File: config.mk
export PLATFORM = sky130hd
export DESIGN_NAME = wb_unit
export DESIGN_NICKNAME = d
export VERILOG_FILES = /design/src/rtl/wb_unit.sv
export SDC_FILE = /design/constraint.sdc
export NUM_CORES = 1
export LEC_CHECK = 0
export ABC_CLOCK_PERIOD_IN_PS = 6300
export BUFFER_PORTS_ARGS = -buffer_cell sky130_fd_sc_hd__buf_2
export CAP_MARGIN = 20
export CORE_UTILIZATION = 40
export CTS_CLUSTER_DIAMETER = 100
export CTS_CLUSTER_SIZE = 25
export DETAILED_ROUTE_END_ITERATION = 16
export HOLD_SLACK_MARGIN = 0.15
export PLACE_DENSITY_LB_ADDON = 0.3
export SLEW_MARGIN = 20
export SYNTH_ARGS = -nofsm -noshare
export SYNTH_HDL_FRONTEND = slang
export SYNTH_SLANG_ARGS = --single-unit
File: constraint.sdc
create_clock -name clk -period 6.3 [get_ports clk]
set_clock_uncertainty 0.15 [all_clocks]
set_input_delay 0.315 -clock clk [delete_from_list [all_inputs] [get_ports clk]]
set_output_delay 0.315 -clock clk [all_outputs]
set_load 0.02 [all_outputs]
File: src/rtl/wb_unit.sv
// Writeback unit: buffers ALU and load results, round-robins them onto the single
// register-file write port, and tracks pending writes per register for hazard stalls.
module wb_unit #(
    parameter int unsigned DEPTH = 4,
    parameter int unsigned XLEN  = 64
) (
    input  logic            clk,
    input  logic            reset,
    input  logic            issue_valid,
    input  logic [4:0]      issue_rd,
    output logic            issue_ready,
    input  logic            alu_valid,
    input  logic [4:0]      alu_rd,
    input  logic [XLEN-1:0] alu_val,
    output logic            alu_ready,
    input  logic            mem_valid,
    input  logic [4:0]      mem_rd,
    input  logic [XLEN-1:0] mem_val,
    output logic            mem_ready,
    output logic            write_sig,
    output logic [4:0]      write_reg,
    output logic [XLEN-1:0] write_val,
    output logic [31:0]     busy_mask,
    output logic            sb_err
);
    localparam int unsigned PW   = $clog2(DEPTH);
    localparam int unsigned CW   = $clog2(DEPTH + 1);
    localparam int unsigned NSRC = 2;
    localparam int unsigned NREG = 32;
    localparam int unsigned RW   = 5;

    typedef struct packed {
        logic [RW-1:0]   rd;
        logic [XLEN-1:0] val;
    } entry_t;

    entry_t                      buf_q [NSRC][DEPTH];
    entry_t                      buf_d [NSRC][DEPTH];
    logic [NSRC-1:0][PW-1:0]     head_q, head_d, tail_q, tail_d;
    logic [NSRC-1:0][CW-1:0]     cnt_q, cnt_d;
    logic                        last_alu_q, last_alu_d;
    logic                        write_sig_q, write_sig_d;
    logic [RW-1:0]               write_reg_q, write_reg_d;
    logic [XLEN-1:0]             write_val_q, write_val_d;
    logic [NREG-1:0][1:0]        sb_q, sb_d;
    logic [NREG-1:0]             busy_q, busy_d;
    logic                        err_q, err_d;
    logic [NSRC-1:0]             src_valid, src_ready, push, nonempty, grant;
    entry_t                      src_in [NSRC];
    entry_t                      head;
    logic                        issue_inc;

    assign src_valid = {mem_valid, alu_valid};
    assign src_in[0] = '{rd: alu_rd, val: alu_val};
    assign src_in[1] = '{rd: mem_rd, val: mem_val};

    assign alu_ready   = src_ready[0];
    assign mem_ready   = src_ready[1];
    assign write_sig   = write_sig_q;
    assign write_reg   = write_reg_q;
    assign write_val   = write_val_q;
    assign busy_mask   = busy_q;
    assign sb_err      = err_q;
    // A retiring write to issue_rd frees a counter slot in the same cycle.
    assign issue_ready = (sb_q[issue_rd] != 2'd3) || (write_sig_q && (write_reg_q == issue_rd));

    // FIFO bookkeeping, round-robin arbitration and write-port staging
    always_comb begin
        src_ready   = '0;
        nonempty    = '0;
        push        = '0;
        grant       = '0;
        head        = '0;
        last_alu_d  = last_alu_q;
        buf_d       = buf_q;
        head_d      = head_q;
        tail_d      = tail_q;
        cnt_d       = cnt_q;
        for (int unsigned s = 0; s < NSRC; s++) begin
            src_ready[s] = (cnt_q[s] != CW'(DEPTH));
            nonempty[s]  = (cnt_q[s] != '0);
            push[s]      = src_valid[s] && src_ready[s];
        end
        if (&nonempty) begin
            grant = last_alu_q ? 2'b10 : 2'b01;
        end else begin
            grant = nonempty;
        end
        if (grant[1]) begin
            head       = buf_q[1][head_q[1]];
            last_alu_d = 1'b0;
        end else if (grant[0]) begin
            head       = buf_q[0][head_q[0]];
            last_alu_d = 1'b1;
        end
        for (int unsigned s = 0; s < NSRC; s++) begin
            head_d[s] = head_q[s] + PW'(grant[s]);
            tail_d[s] = tail_q[s] + PW'(push[s]);
            cnt_d[s]  = cnt_q[s] + CW'(push[s]) - CW'(grant[s]);
            if (push[s]) begin
                buf_d[s][tail_q[s]] = src_in[s];
            end
        end
        // x0 results burn their grant slot without touching the register file
        write_sig_d = (|grant) && (head.rd != '0);
        write_reg_d = write_sig_d ? head.rd  : write_reg_q;
        write_val_d = write_sig_d ? head.val : write_val_q;
    end

    // Pending-write scoreboard: 2-bit saturating count per architectural register
    always_comb begin
        sb_d      = sb_q;
        err_d     = err_q;
        busy_d    = '0;
        issue_inc = issue_valid && issue_ready && (issue_rd != '0);
        if (issue_valid && !issue_ready) begin
            err_d = 1'b1;
        end
        if (write_sig_q && (sb_q[write_reg_q] == 2'd0)) begin
            err_d = 1'b1;
        end
        for (int unsigned r = 1; r < NREG; r++) begin
            if (issue_inc && (issue_rd == RW'(r)) && !(write_sig_q && (write_reg_q == RW'(r)))) begin
                sb_d[r] = sb_q[r] + 2'd1;
            end else if (!(issue_inc && (issue_rd == RW'(r))) && write_sig_q
                         && (write_reg_q == RW'(r)) && (sb_q[r] != 2'd0)) begin
                sb_d[r] = sb_q[r] - 2'd1;
            end
        end
        sb_d[0] = 2'd0;
        for (int unsigned r = 0; r < NREG; r++) begin
            busy_d[r] = (sb_d[r] != 2'd0);
        end
    end

    always_ff @(posedge clk or negedge reset) begin
        if (!reset) begin
            head_q      <= '0;
            tail_q      <= '0;
            cnt_q       <= '0;
            last_alu_q  <= 1'b1;
            write_sig_q <= 1'b0;
            write_reg_q <= '0;
            write_val_q <= '0;
            sb_q        <= '0;
            busy_q      <= '0;
            err_q       <= 1'b0;
        end else begin
            head_q      <= head_d;
            tail_q      <= tail_d;
            cnt_q       <= cnt_d;
            last_alu_q  <= last_alu_d;
            write_sig_q <= write_sig_d;
            write_reg_q <= write_reg_d;
            write_val_q <= write_val_d;
            sb_q        <= sb_d;
            busy_q      <= busy_d;
            err_q       <= err_d;
        end
    end

    // Payload storage needs no reset: occupancy counters gate every read
    always_ff @(posedge clk) begin
        buf_q <= buf_d;
    end

endmodule

==> results_dict.tcl, run 1 <==
set metrics [dict create \
    outcome "finished, final reports clean" \
    first_pass_iters 5 \
    pin_count 254 \
    fp-row-count 101 \
    drc_errors 0 \
    top_register "buf_q" \
    layout-drive-gt1-share_pct 25.10 \
    end_kind "flip-flop" \
    drtIter0Drc 1455 \
    syn_inst 1865 \
    clkTransAtPathRegs_ns 0.10 \
    totalWireLength_um 76600 \
    gp_congestion 0.8949 \
    num_vias 18177 \
    slew-limit-headroom_pct 35.48 \
    coreArea_um2 76080 \
    syn_area_um2 30800 \
    drv_cap 0 \
    fillers 6583 \
    ys_types 82 \
    synthFlopType "edfxtp_1" \
    min_period_over_period_pct 61.38 \
    grt_pass1_vias 18978 \
    cp.required_ns 6.63 \
    power_w 0.01693 \
    layout_common_cells "edfxtp_1 (552), buf_2 (251), dfrtp_1 (174)" \
    rsz0062_at_grt "no" \
    vias_per_cell 5.507 \
    grt_first_pass_wirelength_um 115400 \
    hold_viol 0 \
    cts_tree "done" \
    startpoint_type "flip-flop" \
    synth_edf_count 552 \
    post_cts_buffers 0 \
    post-dp-hpwl_um 49230 \
    clock_path_buffers 3 \
    syn2layout_area_growth_pct 16.77 \
    yosysSeqAreaShare_pct 68.36 \
    clk_latency_ns 0.60 \
    grtUsageTotal_pct 19.63 \
    clock.fmax_mhz 258.6 \
    routedWlPerCell_um 23.20 \
    final_common_cell "edfxtp_1" \
    synth_warnings 0 \
    numCtsBuffers 38 \
    grt_max_degree 83 \
    die_w_um 279.5 \
    fin_cells 3301 \
    globalRoute.busiestLayer "met2" \
    io_buffers 252 \
    use_met1_pct 25.82 \
    grt_overflow 0 \
    hp-class "input pin to async pin" \
    antenna_found_initial 12 \
    grtUsageMet3_pct 3.319 \
    syn_avg_cell_area_um2 16.52 \
    synth_top_area_cell "edfxtp_1" \
    worst_pin_slew_ns 0.9679 \
    holdWs_ns 0.2113 \
    synth_nets 2054 \
    start_util_pct 40.49 \
    p_per_area_nw_per_um2 470.6 \
    die_h_um 279.5 \
    ys_seq_elements 731 \
    grt_use_met2_pct 33.79 \
    ir_drop_v 0.0002841 \
    place_inst 3085 \
    largest_reg_flops 552 \
    async_reset_ff_share_pct 24.49 \
    worstRegToRegCells 6 \
    setup_violations 0 \
    fin_crit_ns 3.867 \
    htree_levels 2 \
    die_area_um2 78110 \
    cts-root-buf "clkbuf_16" \
    synth_area_leaders "edfxtp_1 (54%), dfrtp_1 (14%), mux4_2 (11%), mux2_2 (2.0%), a22o_1 (1.6%)" \
    drv_slew 0 \
    nets 2427 \
    synth_top_cell_area_share_pct 53.82 \
    leakage_nw 13.01 \
    ant_nets 0 \
    critPathKind "flip-flop to flip-flop" \
    clock_sinks 731 \
    worstPathMaxFanout 45 \
    setup_tns_ns 0 \
    critical_path_arrival_ns 4.19 \
]
## power by group
part / switching, W / internal (W)
clock: 0.00161 / 0.00124
sequential: 0.000936 / 0.00658
combinational: 0.00358 / 0.00298
## worst paths after layout
| kind | startpoint | endpoint | slack, ns |
|---|---|---|---|
| setup / recovery | head_q[0]$_DFF_PN0_ | write_val[60]$_DFFE_PN0P_ | 2.43 |
| hold / removal | reset | write_val[58]$_DFFE_PN0P_ | 0.21 |
| setup reg to reg | head_q[0]$_DFF_PN0_ | write_val[60]$_DFFE_PN0P_ | 2.43 |
| hold reg to reg | sb_err$_DFFE_PN0P_ | sb_err$_DFFE_PN0P_ | 0.32 |
| max in group asynchronous | reset | head_q[1]$_DFF_PN0_ | 4.40 |
| min in group clk | alu_val[58] | buf_q[472]$_DFFE_PP_ | 0.30 |
## cell usage after synthesis (7+ instances only)
cell type  instances
edfxtp_1         552
dfrtp_1          178
mux4_2           151
nand2_1          113
nor2_1           107
inv_1             79
a22o_1            58
mux2_2            55
clkbuf_1          49
nor3_1            43
xnor2_1           40
ha_1              39
a21oi_1           30
mux2i_1           28
nand3_1           28
o21ai_0           22
buf_1             18
buf_2             18
a211oi_1          15
and2_1            15
mux2_1            14
o31ai_1           14
o21ai_1           12
and3_1            11
nor4_1            11
a32oi_1            9
nand2b_1           9
nand4_1            9
o22ai_1            9
o21a_1             7
o32ai_1            7
or3_1              7
## cell families after synthesis
logic type | share of synthesized area [%]
flops | 68.36
simple gates | 5.610
compound gates | 6.309
mux | 14.52
buf+inv | 2.218
xor+xnor | 1.251
fa+ha+maj | 1.714
other cells | 0.01218
## stage by stage
step	utilization, %	instance area [um2]	worst slack [ns]
finish	47.28	35970	2.433
global route	47.27	35960	2.128
CTS	47.25	35950	1.751
detailed placement	43.78	33310	1.758
global placement	43.72	33260	1.999
floorplan	-	30800	0.1005
## per-layer routing
metal / wire length [um] / vias to the layer above / share of wire (%)
met1: 31730 / 9448 / 41
met3: 4513 / 113 / 5.9
met4: 1743 / 16 / 2.3
li1: - / 8035 / -
met5: 105 / - / 0.14
met2: 38500 / 565 / 50
## worst max-delay path: stages (launching register included)
cell,delay [ns]
dfrtp_4,0.94
mux4_2,0.59
a22o_1,0.22
nor2_1,0.28
nand3_4,0.64
buf_4,0.53
mux2_1,0.37
## cell type report
type / instances / area [um2] / area share (%)
Inverter: 80 / 300.3 / 0.8349
Clock inverter: 10 / 181.4 / 0.5044
Antenna cell: 4 / 10.01 / 0.02783
Multi-Input combinational cell: 965 / 9140 / 25.41
Sequential cell: 731 / 21070 / 58.59
Tap cell: 1030 / 1289 / 3.583
Timing Repair Buffer: 422 / 2934 / 8.158
Clock buffer: 59 / 1040 / 2.891
## what timing repair did
item                                   in CTS  in global routing
endpoints found under the hold margin     635                  0
hold buffers                              142                  0
resized for setup                           0                  0
Note: power is estimated with default switching activity, not from simulation.
==> inputs of run 2 (changes only) <==
- ABC_AREA: not set -> 1
- ABC_CLOCK_PERIOD_IN_PS: 6300 -> 3500
- clock period: 6.3 -> 3.5 ns (I/O delays scaled with it)
==> results_dict.tcl, run 2 <==
set metrics [dict create \
    outcome "finished, final reports clean" \
    layout_common_cells "nand2_1 (609), edfxtp_1 (552), buf_2 (251)" \
    multi_input_area_um2 8793 \
    cp.required_ns 3.81 \
    slew-limit-headroom_pct 36.95 \
    crit_chain "dlygate4sd3_1 -> buf_2 -> nor2_2 -> dlygate4sd3_1 -> inv_2 -> o31ai_1 -> inv_2 -> and2_1 -> buf_4 -> nand4_1 -> nand4_1" \
    vias_per_cell 5.351 \
    fp-row-count 101 \
    holdWs_ns 0.1622 \
    end_kind "flip-flop" \
    clock_sinks 731 \
    startpoint_type "input pin" \
    ys_types 38 \
    hold_viol 0 \
    top_register "buf_q" \
    setup_violations 0 \
    synth_fa_ha_area_share_pct 1.696 \
    clkTransAtPathRegs_ns 0.09 \
    grt_max_degree 130 \
    rsz0062_at_grt "no" \
    synth_edf_count 552 \
    totalWireLength_um 85910 \
    power_frac_clock_pct 16.1 \
    nets 3337 \
    ys_seq_elements 731 \
    ant_nets 0 \
    grt_first_pass_wirelength_um 130200 \
    clock.fmax_mhz 335.3 \
    synth_warnings 0 \
    grtUsageTotal_pct 21.68 \
    clk_latency_ns 0.61 \
    critPathKind "input pin to flip-flop" \
    cts-root-buf "clkbuf_16" \
    die_w_um 281.0 \
    grt_overflow 0 \
    place_inst 3967 \
    setup_tns_ns 0 \
    post_cts_buffers 0 \
    fin_crit_ns 2.982 \
    die_h_um 281.0 \
    critPathTopFamily "buffers and inverters" \
    synth_xor_area_share_pct 0.2532 \
    fin_cells 4215 \
    final_common_cell "nand2_1" \
    io_buffers 252 \
    syn_area_um2 31130 \
    crit_buf_inv 6 \
    ir_drop_v 0.0007430 \
    synthSimpleGateAreaFrac_pct 16.81 \
    post-dp-hpwl_um 55320 \
    power.share.sequential_pct 42.7 \
    drc_errors 0 \
    intPower_w 0.01789 \
    synth_top_cell_area_share_pct 53.24 \
    synth_area_leaders "edfxtp_1 (53%), dfrtp_1 (14%), nand2_1 (7.3%), nand3_1 (3.7%), a21oi_1 (2.8%)" \
    pin_count 254 \
    cts_tree "done" \
    routedWlPerCell_um 20.38 \
    first_pass_iters 6 \
    p_per_area_nw_per_um2 838.9 \
    ys_top_cells_by_count "nand2_1 (609), edfxtp_1 (552), nand3_1 (232), nor2_1 (191), dfrtp_1 (178)" \
    grt_pass1_vias 21597 \
    synth_compound_area_share_pct 9.130 \
    slowest_delay_ns 0.71 \
    synth_top_family_by_area "simple AND/OR/NAND/NOR gates" \
    combPwrFrac_pct 41.1 \
    antenna_found_initial 9 \
    htree_levels 2 \
    drv_slew 0 \
    worstPathMaxFanout 27 \
    p_sw_w 0.01283 \
    postCtsResizedCells 0 \
    slowest_stage "dlygate4sd3_1" \
    synth_top_area_cell "edfxtp_1" \
    hp-class "input pin to flip-flop" \
    num_vias 22554 \
    clock_path_buffers 3 \
    leakage_nw 14.28 \
    drtIter0Drc 1865 \
    yosysSeqAreaShare_pct 67.63 \
    regArea_um2 21070 \
    synth_nets 2977 \
    syn2layout_area_growth_pct 17.58 \
    postCtsHoldBufs 172 \
    drv_cap 0 \
    coreArea_um2 76450 \
    syn_inst 2788 \
    async_reset_ff_share_pct 24.49 \
    die_area_um2 78960 \
    syn_avg_cell_area_um2 11.17 \
    gp_congestion 0.9383 \
    fillers 6885 \
    layout-drive-gt1-share_pct 12.72 \
    critical_path_arrival_ns 3.29 \
    worst_pin_slew_ns 0.9458 \
    power_w 0.03071 \
    switching_share_pct 41.76 \
    min_period_over_period_pct 85.21 \
    synthFlopType "edfxtp_1" \
    largest_reg_flops 552 \
    start_util_pct 40.72 \
    numCtsBuffers 37 \
    yosysMostFrequentCell "nand2_1" \
    muxShareOfSynthArea_pct 0 \
]
[run 2: worst register-to-register path: cells and delay by family (launching register included)]
kind	cells	cell delay, ns
flops	1	0.44
compound gates	3	0.86
simple gates	4	0.72
buf+inv	2	0.59
[run 2: layout make-up]
type | count | area share (%)
sequential | 731 | 57.54
clock buffer | 58 | 2.744
antenna | 8 | 0.05468
inverter | 176 | 1.825
clock inverter | 10 | 0.4204
timing repair buffer | 473 | 9.874
multi-input combinational | 1729 | 24.02
tap | 1030 | 3.520
[run 2: path summary, 6_finish.rpt]
path	startpoint	end	slack, ns	cells after the start
max	issue_rd[2]	busy_mask[2]$_DFF_PN0_	0.52	11
min	mem_val[41]	buf_q[248]$_DFFE_PP_	0.16	2
max reg2reg	cnt_q[4]$_DFF_PN0_	write_val[14]$_DFFE_PN0P_	0.65	9
min reg2reg	sb_err$_DFFE_PN0P_	sb_err$_DFFE_PN0P_	0.34	2
max in group asynchronous	reset	head_q[0]$_DFF_PN0_	2.08	4
min in group asynchronous	reset	last_alu_q$_DFFE_PN1P_	0.60	3
[run 2: layer usage]
metal / share of wire [%] / up-vias / GRT usage (%)
met4: 2.5 / 10 / 5.521
met2: 51 / 741 / 38.25
met1: 40 / 11059 / 27.29
met3: 7.0 / 112 / 3.899
met5: 0.069 / - / 0
li1: - / 10632 / -
[run 2: cells by family after synthesis]
family / count (synthesis)
AO/OA/AOI/OAI: 487
XOR/XNOR: 9
adder cells (fa/ha/maj): 41
buffers and inverters: 328
flip-flops: 731
other: 1
AND/OR/NAND/NOR: 1191
[run 2: power by group through the flow]
stage	combinational [W]	sequential [W]	clock, W
2_1_floorplan	0.00759	0.0135	0
3_3_place_gp	0.0124	0.0133	0
3_5_place_dp	0.0126	0.0133	0
4_1_cts	0.0128	0.0131	0.00507
5_1_grt	0.0140	0.0133	0.00534
6_report	0.0126	0.0131	0.00496
[run 2: per-stage QoR]
step	util, %	setup slack, ns	area (um2)
2_1_floorplan	-	-0.6643	31170
3_3_place_gp	44.07	0.7002	33690
3_5_place_dp	44.07	0.6035	33690
4_1_cts	47.86	0.5815	36590
5_1_grt	47.87	0.3329	36600
6_report	47.88	0.5176	36610
==> inputs of run 3 (changes only) <==
- ABC_AREA: 1 -> not set
==> results_dict.tcl, run 3 (synthesis gave the netlist of run 1 again) <==
set metrics [dict create \
    outcome "finished, final reports clean" \
    critPathKind "flip-flop to flip-flop" \
    met2_wirelength_um 39720 \
    die_area_um2 78110 \
    cts_tree "done" \
    place_area_um2 33780 \
    crit_chain "or3_1 -> o21ai_1 -> inv_2 -> a22o_1 -> nor2_1 -> nand3_4 -> buf_4 -> mux2_1" \
    start_util_pct 40.49 \
    slowest_delay_ns 0.47 \
    met3WireLength_um 4322 \
    hold_viol 0 \
    fp-row-count 101 \
    num_vias 18505 \
    clock_path_buffers 3 \
    fin_crit_ns 3.148 \
    grt_pass1_vias 19483 \
    setup_violations 0 \
    end_kind "flip-flop" \
    drv_slew 0 \
    drv_cap 0 \
    cts-root-buf "clkbuf_16" \
    clkTransAtPathRegs_ns 0.09 \
    place_ws_ns 0.2701 \
    io_buffers 252 \
    layout_common_cells "edfxtp_1 (552), buf_2 (251), dlygate4sd3_1 (176)" \
    numCtsBuffers 39 \
    top_register "buf_q" \
    wirelength_met1_um 32560 \
    syn2layout_area_growth_pct 19.61 \
    slew-limit-headroom_pct 34.86 \
    totalWireLength_um 77970 \
    die_w_um 279.5 \
    coreArea_um2 76080 \
    antenna_found_initial 16 \
    power_w 0.03091 \
    critical_path_arrival_ns 3.47 \
    clock.fmax_mhz 317.6 \
    routedWlPerCell_um 23.05 \
    crit_buf_inv 2 \
    worst_pin_slew_ns 0.9771 \
    clock_sinks 731 \
    cp.required_ns 3.82 \
    slowest_stage "dfrtp_1" \
    largest_reg_flops 552 \
    final_area_um2 36840 \
    final_common_cell "edfxtp_1" \
    nets 2506 \
    pin_count 254 \
    ant_nets 0 \
    startpoint_type "flip-flop" \
    worstPathMaxFanout 20 \
    clk_latency_ns 0.60 \
    final_core_util_pct 48.43 \
    drtIter0Drc 1464 \
    htree_levels 2 \
    drc_errors 0 \
    fillers 6568 \
    highest-signal-layer "met5" \
    min_period_over_period_pct 89.95 \
    grt_overflow 0 \
    post-dp-hpwl_um 49920 \
    hp-class "input pin to flip-flop" \
    final.setup.worst_slack_ns 0.3518 \
    p_per_area_nw_per_um2 838.9 \
    first_pass_iters 5 \
    leakage_nw 13.42 \
    gp_congestion 0.9000 \
    rsz0062_at_grt "no" \
    layout-drive-gt1-share_pct 26.32 \
    grtUsageTotal_pct 20.08 \
    ir_drop_v 0.0006004 \
    grt_max_degree 108 \
    critPathTopFamily "simple AND/OR/NAND/NOR gates" \
    die_h_um 279.5 \
    vias_per_cell 5.470 \
    grt_first_pass_wirelength_um 118500 \
    holdWs_ns 0.1735 \
    post_cts_buffers 0 \
]
## run 3: through the flow
stage	TNS, ns	std cells
after floorplan	-79.95	1865
after global placement	0	3129
after detailed placement	0	3129
after CTS	0	3372
after global routing	0	3380
final	0	3383
## run 3: worst paths after layout
kind,cells past startpoint,to,startpoint,slack (ns)
min in group asynchronous,3,busy_mask[31]$_DFF_PN0_,reset,0.46
min,2,buf_q[160]$_DFFE_PP_,mem_val[22],0.17
max in group asynchronous,5,busy_mask[4]$_DFF_PN0_,reset,1.58
max,8,write_val[49]$_DFFE_PN0P_,cnt_q[4]$_DFF_PN0_,0.35
min reg2reg,1,sb_err$_DFFE_PN0P_,sb_err$_DFFE_PN0P_,0.33
max reg2reg,8,write_val[49]$_DFFE_PN0P_,cnt_q[4]$_DFF_PN0_,0.35
## run 3: layer usage
| metal | vias up | GRT usage, % |
|---|---|---|
| li1 | 8226 | - |
| met1 | 9630 | 26.29 |
| met2 | 532 | 35.07 |
| met3 | 99 | 3.445 |
| met4 | 18 | 4.203 |
| met5 | - | 0 |
## run 3: cell type report
| class | count | area [um2] | share of cell area, % |
|---|---|---|---|
| Multi-Input combinational cell | 965 | 9153 | 24.84 |
| Clock inverter | 13 | 205.2 | 0.5570 |
| Tap cell | 1030 | 1289 | 3.498 |
| Timing Repair Buffer | 500 | 3755 | 10.19 |
| Antenna cell | 9 | 22.52 | 0.06113 |
| Sequential cell | 731 | 21070 | 57.19 |
| Inverter | 80 | 300.3 | 0.8151 |
| Clock buffer | 55 | 1046 | 2.839 |
## run 3: repair_timing
action,4_1_cts,5_1_grt
hold endpoints to repair,662,31
hold buffers,175,1
resized for setup,0,0
endpoints found under the setup margin,0,0
## run 3: report_power, final
| group | switching, W | internal (W) |
|---|---|---|
| clock | 0.00291 | 0.00228 |
| combinational | 0.00699 | 0.00562 |
| sequential | 0.00127 | 0.0118 |
## run 3: worst register-to-register path: cells and delay by family (launching register included)
kind | cells | cell delay [ns]
AO/OA/AOI/OAI | 2 | 0.44
buffers and inverters | 2 | 0.58
flip-flops | 1 | 0.47
multiplexers | 1 | 0.33
AND/OR/NAND/NOR | 3 | 1.06
